## src/rtl/serial_mag_cmp_pkg.sv

```systemverilog
// Shared types for the bit-serial magnitude comparator: FSM state encoding
// and the one-hot {G,E,L} result codes.
package serial_mag_cmp_pkg;

  typedef enum logic [1:0] {
    IDLE  = 2'd0,
    SHIFT = 2'd1,
    DONE  = 2'd2
  } state_t;

  localparam logic [2:0] RES_G = 3'b100;
  localparam logic [2:0] RES_E = 3'b010;
  localparam logic [2:0] RES_L = 3'b001;

  // A comparison that never saw differing bits resolves to equal.
  function automatic logic [2:0] resolve_result(input logic decided,
                                                input logic [2:0] res);
    return decided ? res : RES_E;
  endfunction

endpackage

```

## src/rtl/cmp_bit_cell.sv

```systemverilog
// Combinational 1-bit comparator cell: classifies one a/b bit pair.
module cmp_bit_cell (
  input  logic a_bit,
  input  logic b_bit,
  output logic gt,
  output logic eq,
  output logic lt
);

  assign gt = a_bit & ~b_bit;
  assign lt = ~a_bit & b_bit;
  assign eq = ~(a_bit ^ b_bit);

endmodule

```

## src/rtl/serial_mag_cmp.sv

```systemverilog
// Bit-serial, MSB-first magnitude comparator. The first differing bit pair
// decides the result; the full WIDTH bits are always consumed before done.
module serial_mag_cmp
  import serial_mag_cmp_pkg::*;
#(
  parameter int WIDTH = 8
) (
  input  logic clk,
  input  logic rst_n,
  input  logic start,
  input  logic bit_valid,
  input  logic a_bit,
  input  logic b_bit,
  output logic busy,
  output logic done,
  output logic G,
  output logic E,
  output logic L
);

  localparam int CNT_W = $clog2(WIDTH + 1);
  localparam logic [CNT_W-1:0] LAST_BIT = CNT_W'(WIDTH - 1);

  state_t           state;
  logic [CNT_W-1:0] cnt;
  logic             decided;
  logic [2:0]       res_q;

  logic             gt;
  logic             eq;
  logic             lt;
  logic             dec_nxt;
  logic [2:0]       res_nxt;

  cmp_bit_cell u_cell (
    .a_bit (a_bit),
    .b_bit (b_bit),
    .gt    (gt),
    .eq    (eq),
    .lt    (lt)
  );

  // Only the first differing bit pair may set the result.
  always_comb begin
    dec_nxt = decided;
    res_nxt = res_q;
    if (!decided && !eq) begin
      dec_nxt = 1'b1;
      res_nxt = (gt ? RES_G : 3'b000) | (lt ? RES_L : 3'b000);
    end
  end

  always_ff @(posedge clk or negedge rst_n) begin
    if (!rst_n) begin
      state   <= IDLE;
      cnt     <= '0;
      decided <= 1'b0;
      busy    <= 1'b0;
      done    <= 1'b0;
      G       <= 1'b0;
      E       <= 1'b0;
      L       <= 1'b0;
    end else begin
      case (state)
        IDLE: begin
          done <= 1'b0;
          if (start) begin
            state   <= SHIFT;
            cnt     <= '0;
            decided <= 1'b0;
            busy    <= 1'b1;
          end
        end
        SHIFT: begin
          if (bit_valid) begin
            cnt     <= cnt + CNT_W'(1);
            decided <= dec_nxt;
            if (cnt == LAST_BIT) begin
              state     <= DONE;
              busy      <= 1'b0;
              done      <= 1'b1;
              {G, E, L} <= resolve_result(dec_nxt, res_nxt);
            end
          end
        end
        DONE: begin
          done  <= 1'b0;
          state <= IDLE;
        end
        default: begin
          state <= IDLE;
          busy  <= 1'b0;
          done  <= 1'b0;
        end
      endcase
    end
  end

  // Pending result is qualified by decided, so it needs no reset.
  always_ff @(posedge clk) begin
    if (state == IDLE && start) begin
      res_q <= RES_E;
    end else if (state == SHIFT && bit_valid) begin
      res_q <= res_nxt;
    end
  end

endmodule

```

## config.mk

```make
export PLATFORM = sky130hd
export DESIGN_NAME = serial_mag_cmp
export DESIGN_NICKNAME = d
export VERILOG_FILES = /design/src/rtl/serial_mag_cmp_pkg.sv /design/src/rtl/cmp_bit_cell.sv /design/src/rtl/serial_mag_cmp.sv
export SDC_FILE = /design/constraint.sdc
export NUM_CORES = 1
export LEC_CHECK = 0
export ABC_AREA = 1
export BUFFER_PORTS_ARGS = -buffer_cell sky130_fd_sc_hd__clkbuf_2
export CAP_MARGIN = 30
export CORE_MARGIN = 1
export CORE_UTILIZATION = 45
export CTS_CLUSTER_SIZE = 8
export DETAILED_ROUTE_END_ITERATION = 8
export PLACE_DENSITY = 0.65
export RECOVER_POWER = 50
export SLEW_MARGIN = 30
export SYNTH_ARGS = -nofsm -noshare
export SYNTH_HDL_FRONTEND = slang
export SYNTH_HIERARCHICAL = 1
export SYNTH_SLANG_ARGS = --single-unit
```

## constraint.sdc

```tcl
create_clock -name clk -period 1.2 [get_ports clk]
set_input_delay 0.12 -clock clk [delete_from_list [all_inputs] [get_ports clk]]
set_output_delay 0.12 -clock clk [all_outputs]
set_load 0.05 [all_outputs]
```

After elaboration in Yosys (flattened, before gate mapping):

Cells that the tools add are included.

* $add $sub $neg: 1
* eq/ne operators: 6
* mux-type cells: 22
* bitwise logic cells: 7
* reduce and logical (&&, ||, !) cells: 11

Operators by type and width (count)
* two-way mux 1 bit: 10
* two-way mux 3 bit: 3
* AND reduction 3 bit: 3
* two-way mux 4 bit: 2
* case mux 4 bit (2 select lines): 1
* two-way mux 2 bit: 3
* inequality test 2 bit (second input constant): 3
* adder 4 x 1 -> 4 bit (second input constant): 1
* equality test 4 x 3 -> 1 bit (second input constant): 1
* case mux 2 bit (2 select lines): 1
* AND reduction 4 bit: 1
* logical AND 1 bit: 3
* inverter 1 bit: 3
* OR 3 x 1 -> 3 bit: 1
* case mux 1 bit (3 select lines): 1
* bitwise AND 1 bit: 2
* equality test 2 x 1 -> 1 bit (second input constant): 1
* equality test 2 bit (second input constant): 1
* logical NOT 2 bit: 1
* case mux 1 bit (2 select lines): 1
* AND reduction 2 bit: 1
* nonzero test 2 bit: 1
* logical NOT 1 bit: 1
* XOR 1 bit: 1

* register bits after elaboration: 15
* logic and storage cells: 56

Longest topological paths before layout:

Gate-level depths: netlist (run 1).

* word-level depth: 6
* gate-level depth with buffers: 8
* mapped depth without buffers: 8

Hierarchy:

Netlist (run 1), hierarchy kept.

By module, submodules not included
* serial_mag_cmp: instances 1, cells each 86, area an instance 718.2 um^2, sequential area each 360.3 um^2
* cmp_bit_cell: instances 1, cells each 4, area an instance 32.5 um^2, sequential area each 0.0 um^2

Worst setup path after synthesis (run 1):

Ideal clock, no wire load.

* path kind: register to register
* start point: register cnt[0]
* end point: register G
* setup time: 0.118 ns
* arrival time: 0.947 ns
* required time: 1.082 ns
* setup slack: 0.135 ns
* stages on the path, launching flop included: 7
* buffers on the path: 0
* cell sequence: dfrtp_1 -> ha_1 -> nand3_4 -> nor2_8 -> inv_2 -> nand2_1 -> nand2_1

* cells in the longest elaborated chain, start to end: 2

RTL lines
* from (decl): RTL line serial_mag_cmp.sv:25 `logic [CNT_W-1:0] cnt;`
* from (signal assigned): RTL line serial_mag_cmp.sv:76 `cnt <= cnt + CNT_W'(1);`
* equality test 4 x 3 -> 1 bit: RTL line serial_mag_cmp.sv:78 `if (cnt == LAST_BIT) begin`
* AND reduction 3 bit (no line)
* to (signal assigned): RTL line serial_mag_cmp.sv:82 `{G, E, L} <= resolve_result(dec_nxt, res_nxt);`
* to (decl): RTL line serial_mag_cmp.sv:16 `output logic G,`

No other way between the ends.
A chain may end at the register's enable or synchronous reset.

Worst setup path in the final report (run 1):

* start point: register cnt[1]
* end point: register L

* cells in the longest elaborated chain, start to end: 2

RTL lines
* equality test 4 x 3 -> 1 bit: RTL line serial_mag_cmp.sv:78
* AND reduction 3 bit (no line)
* to (signal assigned): RTL line serial_mag_cmp.sv:82
* to (decl): RTL line serial_mag_cmp.sv:18 `output logic L`

No other way between the ends.

==> flow_metrics.tcl, run 1 <==
set metrics [dict create \
    synth_edf_count 0 \
    synth_area_um2 751 \
    p_sw_w 0.000926 \
    layout-drive-gt1-share 0.224 \
    drt-vias-per-instance 4.67 \
    p_clk_frac 0.135 \
    num_vias 575 \
    ys_warn_count 6 \
    portBuffers 10 \
    swShare 0.446 \
    r2r-start "cnt[1]" \
    cp.arrival_ns 1.26 \
    final_area_um2 873 \
    synth_cells 90 \
    grt_overflow 0 \
    rows 14 \
    hp-class "input pin to flip-flop" \
    reg2reg_slack_ns 0.11 \
    r2r_cells 6 \
    synth_compound_area_frac 0.0400 \
    synth_top_area_frac 0.400 \
    path_clk_slew_ns 0.09 \
    track_usage 0.149 \
    power_w 0.00208 \
    n_antenna_cell 0 \
    timing.rr.end "L" \
    initial_core_util 0.493 \
    synth-async-reset-ratio 0.800 \
    finalCriticalPeriod_ns 1.09 \
    synth_ff_type "dfrtp_1" \
    dieArea_um2 1840 \
    min_from "bit_valid" \
    maxCapViolations 0 \
    avgSynthCellArea_um2 8.34 \
    firstDrtPassIters 2 \
    fin_skew_ns 0.00415 \
    combPwrFrac 0.460 \
    cts_max_path_buffers 2 \
    drc 0 \
    gp_congestion 0.721 \
    pwr_density_cell_nw_per_um2 2380 \
    cts_tree "built" \
    end_kind "flip-flop" \
    syn_nets 99 \
    synth-xor-area-share 0.0117 \
    holdPathEnd "state[0]" \
    wl_per_cell_um 10.0 \
    setup_viol 0 \
    seqPwrFrac 0.405 \
    worstMarginPinSlew_ns 0.670 \
    fmax_ghz 0.916 \
    cts_num_sinks 15 \
    fp.dieW_um 42.8 \
    area_growth_pct 16.3 \
    synth_seq_area_share 0.480 \
    internal_power_w 0.00115 \
    clkLatencyLatePin_ns 0.27 \
    slew_headroom 0.553 \
    yosys.area.top_type "dfrtp_1" \
    min_delay_path_depth 2 \
    grt_antenna_before_repair 0 \
    root_buffer "clkbuf_4" \
    ant_nets 0 \
    ctsHtreeMaxLevel 1 \
    first_iter_violations 1 \
    cts_buffers 3 \
    nFillCells 150 \
    synthAdderAreaFrac 0.0500 \
    synth_mux_area_frac 0 \
    finalCritPeriodShare 0.910 \
    yosysMostFrequentCell "nand2_1" \
    synth_cell_types 16 \
    dpl.hpwl_um 962 \
    yosys.area_share.simple 0.348 \
    hold_violations 0 \
    drt_wl_total_um 1240 \
    vdd_drop_max_mv 1.27 \
    synthTopCellsByArea "dfrtp_1 (40%), nand2_1 (18%), dfxtp_1 (8.0%), nand3_4 (7.0%), ha_1 (5.0%)" \
    setup.worst_path.start_class "flip-flop" \
    grt_pass1_wl_um 2070 \
    grt_pass1_vias 511 \
    die_h_um 42.8 \
    p_leak_nw 0.510 \
    ios 11 \
    grt_start_max_net_pins 13 \
    netlist_top_cells_count "nand2_1 (36), dfrtp_1 (12), inv_1 (10)" \
    synth_top_family_by_area "simple AND/OR/NAND/NOR gates" \
    status "finished, final reports clean" \
    placed_area_um2 821 \
    cp_max_fo 5 \
    nets 117 \
    finalMaxSlewViolations 0 \
    cp.required_ns 1.37 \
    crit_type "flip-flop to flip-flop" \
    core_um2 1520 \
    synth-seq-cells 15 \
]
## cell type report
class / instances / area (um2) / share of cell area
Timing Repair Buffer: 13 / 73.8 / 0.0845
Inverter: 14 / 52.6 / 0.0602
Sequential cell: 15 / 360 / 0.413
Multi-Input combinational cell: 61 / 340 / 0.390
Tap cell: 16 / 20.0 / 0.0229
Clock buffer: 4 / 26.3 / 0.0301
## repair_timing
| action | CTS | global route |
|---|---|---|
| hold endpoints to repair | 12 | 0 |
| endpoints found under the setup margin | 0 | 4 |
| hold buffers | 1 | 0 |
| resized for setup | 0 | 1 |
| setup buffers | 0 | 2 |
## per-layer routing
layer | up-vias | routed length, um | track usage
met3 | 2 | 37 | 0.0255
met5 | - | 0 | 0
li1 | 311 | - | -
met1 | 255 | 620 | 0.193
met2 | 7 | 564 | 0.245
met4 | 0 | 14 | 0.0563
## sequential cells by signal (all words and copies together), names as in the netlist
register / count
E: 1
G: 1
L: 1
busy: 1
cnt: 4
decided: 1
done: 1
res_q: 3
state: 2
## critical path: stages (launching register included)
cell and delay, ns:
dfrtp_1 0.38, ha_2 0.22, nand3_4 0.11, nor2_8 0.12
inv_2 0.06, nand2_1 0.05, nand2_1 0.05
## stage by stage
stage	utilization	worst slack (ns)	instances	setup TNS [ns]	hold WS, ns
after global routing	0.573	-0.00781	123	-0.00781	0.133
final	0.573	0.108	123	0	0.117
after floorplan	-	0.135	90	0	-0.176
after global placement	0.539	0.0788	116	0	0.0221
after detailed placement	0.539	0.0736	116	0	0.0206
after CTS	0.562	0.0607	121	0	0.110
## worst max path at each step
stage	slack [ns]	from	cells past startpoint	to
floorplan	0.13	cnt[0]	6	G
global placement	0.08	a_bit	8	G
detailed placement	0.07	a_bit	8	L
CTS	0.06	cnt[0]	6	G
global route	-0.008	cnt[1]	6	busy
finish	0.11	cnt[1]	6	L
## kinds of logic after synthesis
family,count (synthesis)
AOI/OAI and AO/OA,5
xor gates and xnor gates,1
adders and majority gates,3
buffers and inverters,14
DFF,15
and+or+nand+nor,52
## cells in the final DEF (no fill, tap or decap), drive strengths merged
cell	netlist	layout
nand2	37	37
inv	14	14
clkbuf	0	14
dfrtp	12	12
nand3	8	8
nor2	7	7
dfxtp	3	3
ha	3	3
o21ai	2	2
buf	0	2
a21oi	1	1
xor2	1	1
o211ai	1	1
a22oi	1	1
dlygate4sd3	0	1
## power by group through the flow
stage	Sequential (W)	Combinational (W)	Clock, W
2_1_floorplan	0.00107	0.000484	0
3_3_place_gp	0.000851	0.000896	0
3_5_place_dp	0.000857	0.000906	0
4_1_cts	0.000846	0.000911	0.000289
5_1_grt	0.000868	0.00108	0.000305
6_report	0.000842	0.000955	0.000280
No activity file was read; power rests on OpenSTA's default activity.
==> inputs of run 2 (changes only) <==
Settings changed: CORE_UTILIZATION 45 to 32, PLACE_DENSITY 0.65 to 0.6.
==> flow_metrics.tcl, run 2 (same netlist as run 1, synthesis figures left out) <==
set metrics [dict create \
    status "finished, final reports clean" \
    cts_tree "built" \
    cts_num_sinks 15 \
    grt_pass1_vias 529 \
    finalCritPeriodShare 0.909 \
    hold_violations 0 \
    multi_input_area_um2 350 \
    largest_register "cnt" \
    maxCapViolations 0 \
    cp_slowest_stage_delay_ns 0.42 \
    grt_pass1_wl_um 2220 \
    setup.worst_path.start_class "flip-flop" \
    pwr_density_cell_nw_per_um2 2340 \
    cp_max_fo 5 \
    grt_overflow 0 \
    cp.arrival_ns 1.27 \
    core_um2 2210 \
    min_delay_path_depth 2 \
    worstMarginPinSlew_ns 0.651 \
    crit_slowest_cell "dfrtp_1" \
    final_cells 134 \
    final_common_cell "nand2_1" \
    ctsHtreeMaxLevel 1 \
    nets 116 \
    ios 11 \
    finalCriticalPeriod_ns 1.09 \
    drt_wl_total_um 1260 \
    area_growth_pct 18.7 \
    min_from "bit_valid" \
    crit_type "flip-flop to flip-flop" \
    finalMaxSlewViolations 0 \
    fin_tns_setup_ns 0 \
    setup_viol 0 \
    layout-drive-gt1-share 0.217 \
    dieArea_um2 2540 \
    end_kind "flip-flop" \
    crit_chain "ha_4 > nand3_4 > nor2_8 > inv_2 > nand2_1 > nand2_1" \
    firstDrtPassIters 4 \
    cts_buffers 3 \
    r2r_cells 6 \
    drc 0 \
    reg2reg_slack_ns 0.11 \
    cp.required_ns 1.37 \
    grt_start_max_net_pins 13 \
    dpl.hpwl_um 964 \
    final_area_um2 891 \
    r2r-start "cnt[1]" \
    gp_congestion 0.733 \
    nFillCells 250 \
    root_buffer "clkbuf_4" \
    slew_headroom 0.566 \
    timing.rr.end "G" \
    holdPathEnd "state[0]" \
    num_vias 591 \
    crit_path_frequent_cell "nand2_1" \
    grt_antenna_before_repair 0 \
    largest_reg_flops 4 \
    fin_skew_ns 0.000227 \
    clkLatencyLatePin_ns 0.28 \
    fmax_ghz 0.917 \
    track_usage 0.116 \
    placed_area_um2 836 \
    place_inst 128 \
    first_iter_violations 6 \
    layout_common_cells "nand2_1 (36), dfrtp_1 (12), inv_1 (10)" \
    die_h_um 50.4 \
    top_regs "cnt x4, res_q x3, state x2" \
    fp.dieW_um 50.4 \
    rows 17 \
    n_antenna_cell 0 \
    wl_per_cell_um 9.43 \
    p_leak_nw 0.506 \
    path_clk_slew_ns 0.08 \
    seqCellArea_um2 360 \
    drt-vias-per-instance 4.41 \
    hp-class "input pin to flip-flop" \
    ant_nets 0 \
    portBuffers 10 \
    initial_core_util 0.339 \
    cts_max_path_buffers 2 \
    vdd_drop_max_mv 0.901 \
]
==> run 2: cell type report <==
| type | count | area share |
|---|---|---|
| flip-flops and latches | 15 | 0.404 |
| multi-input cells | 61 | 0.393 |
| repair buffers | 12 | 0.0744 |
| inverters | 14 | 0.0590 |
| well taps | 28 | 0.0393 |
| clock buffers | 4 | 0.0295 |
==> run 2: worst max-delay path: cells and delay by family, from the launching register on <==
kind | cells | cell delay [ns]
AND/OR/NAND/NOR | 4 | 0.32
buffers and inverters | 1 | 0.06
flip-flops | 1 | 0.42
adder cells (fa/ha/maj) | 1 | 0.18
==> run 2: metal layers <==
metal	wire, um	vias to the layer above	track usage	part of all wire
met2	602	10	0.182	0.48
met4	0	0	0.0139	0
li1	-	307	-	-
met3	50	0	0.0545	0.040
met5	0	-	0	0
met1	611	274	0.147	0.48
==> run 2: what timing repair did <==
item,CTS,global route
endpoints found under the setup margin,0,3
buffers inserted,0,1
hold buffers,1,0
gates resized for setup,0,2
hold endpoints to repair,12,0
==> run 2: worst max path at each step <==
stage	from	endpoint	slack, ns	depth (start not counted)
3_5_place_dp	a_bit	L	0.08	8
5_1_grt	cnt[1]	G	-0.004	6
4_1_cts	cnt[0]	L	0.07	6
6_report	cnt[1]	G	0.11	6
3_3_place_gp	a_bit	G	0.09	8
2_1_floorplan	cnt[0]	G	0.13	6
==> run 2: power breakdown <==
part	leakage [nW]	total, W	internal, W	switching (W)
Sequential	0.174	0.000860	0.000708	0.000152
Clock	0.0150	0.000281	0.000129	0.000152
Combinational	0.317	0.000946	0.000308	0.000638
Total	0.506	0.00209	0.00115	0.000942
==> run 2: metrics by stage <==
stage | hold slack, ns | setup slack [ns] | total power (W) | utilization
floorplan | -0.176 | 0.135 | 0.00156 | -
global placement | 0.0211 | 0.0891 | 0.00175 | 0.378
detailed placement | 0.0226 | 0.0813 | 0.00176 | 0.378
CTS | 0.112 | 0.0716 | 0.00205 | 0.394
global route | 0.114 | -0.00422 | 0.00228 | 0.403
finish | 0.114 | 0.110 | 0.00209 | 0.403
==> inputs of run 3 (changes only) <==
Settings changed: RECOVER_POWER 50 to default.
==> flow_metrics.tcl, run 3 (same netlist as run 1, synthesis figures left out) <==
set metrics [dict create \
    cts_num_sinks 15 \
    layout_common_cells "nand2_1 (36), dfrtp_1 (12), inv_1 (10), clkbuf_2 (10), nor2_1 (6)" \
    dpl.hpwl_um 964 \
    r2r_cells 6 \
    crit_buf_inv 1 \
    die_h_um 50.4 \
    grt_overflow 0 \
    cts_max_path_buffers 2 \
    grt_start_max_net_pins 13 \
    ant_nets 0 \
    final_cells 134 \
    cts_tree "built" \
    wl_per_cell_um 9.43 \
    n_antenna_cell 0 \
    r2r-start "cnt[1]" \
    crit_chain "ha_4 > nand3_4 > nor2_8 > inv_2 > nand2_1 > nand2_1" \
    pre_cts_ws_ns 0.0813 \
    finalMaxSlewViolations 0 \
    post-route-util 0.403 \
    hp-class "input pin to flip-flop" \
    final_area_um2 892 \
    power_w 0.00209 \
    fin_skew_ns 0.000227 \
    placed_area_um2 836 \
    slew_headroom 0.799 \
    firstDrtPassIters 4 \
    fmax_ghz 0.917 \
    gp_congestion 0.733 \
    place_inst 128 \
    clkLatencyLatePin_ns 0.28 \
    area_growth_pct 18.8 \
    hold_violations 0 \
    reg2reg_slack_ns 0.11 \
    crit_slowest_cell "dfrtp_1" \
    nets 116 \
    crit_path_frequent_cell "nand2_1" \
    cts_buffers 3 \
    portBuffers 10 \
    end_kind "flip-flop" \
    rows 17 \
    p_leak_nw 0.509 \
    dieArea_um2 2540 \
    critPathTopFamily "flip-flops" \
    num_vias 591 \
    crit_type "flip-flop to flip-flop" \
    cp.arrival_ns 1.27 \
    ios 11 \
    drt-vias-per-instance 4.41 \
    grt_pass1_vias 529 \
    top_regs "cnt x4, res_q x3, state x2" \
    cp_slowest_stage_delay_ns 0.42 \
    timing.rr.end "G" \
    first_iter_violations 6 \
    layout-drive-gt1-share 0.226 \
    maxCapViolations 0 \
    drt_wl_total_um 1260 \
    largest_register "cnt" \
    largest_reg_flops 4 \
    min_from "bit_valid" \
    grt_antenna_before_repair 0 \
    path_clk_slew_ns 0.08 \
    setup_viol 0 \
    grt_pass1_wl_um 2220 \
    ctsHtreeMaxLevel 1 \
    finalCriticalPeriod_ns 1.09 \
    setup_ws_ns 0.109 \
    initial_core_util 0.339 \
    pwr_density_cell_nw_per_um2 2340 \
    root_buffer "clkbuf_4" \
    fp.dieW_um 50.4 \
    vdd_drop_max_mv 0.901 \
    finalCritPeriodShare 0.909 \
    cp_max_fo 5 \
    core_um2 2210 \
    track_usage 0.116 \
    min_delay_path_depth 2 \
    setup.worst_path.start_class "flip-flop" \
    status "finished, final reports clean" \
    drc 0 \
    worstMarginPinSlew_ns 0.302 \
    final_common_cell "nand2_1" \
    holdPathEnd "state[0]" \
    cp.required_ns 1.37 \
]
run 3: cell counts in the layout (fill, tap and decap cells not counted):
Identical to the previous run, type by type.
run 3: worst max path at each step:
stage / from / to / slack [ns] / cells past startpoint
2_1_floorplan: cnt[0] / G / 0.13 / 6
3_3_place_gp: a_bit / G / 0.09 / 8
3_5_place_dp: a_bit / L / 0.08 / 8
4_1_cts: cnt[0] / L / 0.07 / 6
5_1_grt: cnt[1] / G / -0.004 / 6
6_report: cnt[1] / G / 0.11 / 6
run 3: metrics by stage:
step,hold WS (ns),TNS (ns)
after CTS,0.112,0
after global placement,0.0211,0
after detailed placement,0.0226,0
final,0.114,0
after floorplan,-0.176,0
after global routing,0.114,-0.00422
run 3: timing repair:
| action | in CTS | in global routing |
|---|---|---|
| buffers inserted | 0 | 1 |
| endpoints found under the setup margin | 0 | 3 |
| resized for setup | 0 | 2 |
| hold buffers | 1 | 0 |
| hold endpoints to repair | 12 | 0 |
run 3: area by class of cell:
| type | instances | area (um2) |
|---|---|---|
| sequential | 15 | 360 |
| timing repair buffer | 12 | 67.6 |
| tap | 28 | 35.0 |
| multi-input combinational | 61 | 350 |
| clock buffer | 4 | 26.3 |
| inverter | 14 | 52.6 |
| fill | 249 | 1320 |
run 3: power breakdown:
part / leakage, nW / total, W / internal, W / switching (W)
Clock: 0.0150 / 0.000281 / 0.000129 / 0.000152
Combinational: 0.320 / 0.000946 / 0.000309 / 0.000638
Sequential: 0.174 / 0.000860 / 0.000708 / 0.000152
run 3: layer usage:
metal	GRT usage	wire length [um]	up-vias
li1	-	-	307
met1	0.147	611	274
met2	0.182	602	10
met3	0.0545	50	0
met4	0.0139	0	0
met5	0	0	-
run 3: worst reg2reg max path: cells and delay by family, from the launching register on:
kind	cells	cell delay (ns)
and+or+nand+nor	4	0.32
adders and majority gates	1	0.18
buffers and inverters	1	0.06
DFF	1	0.42
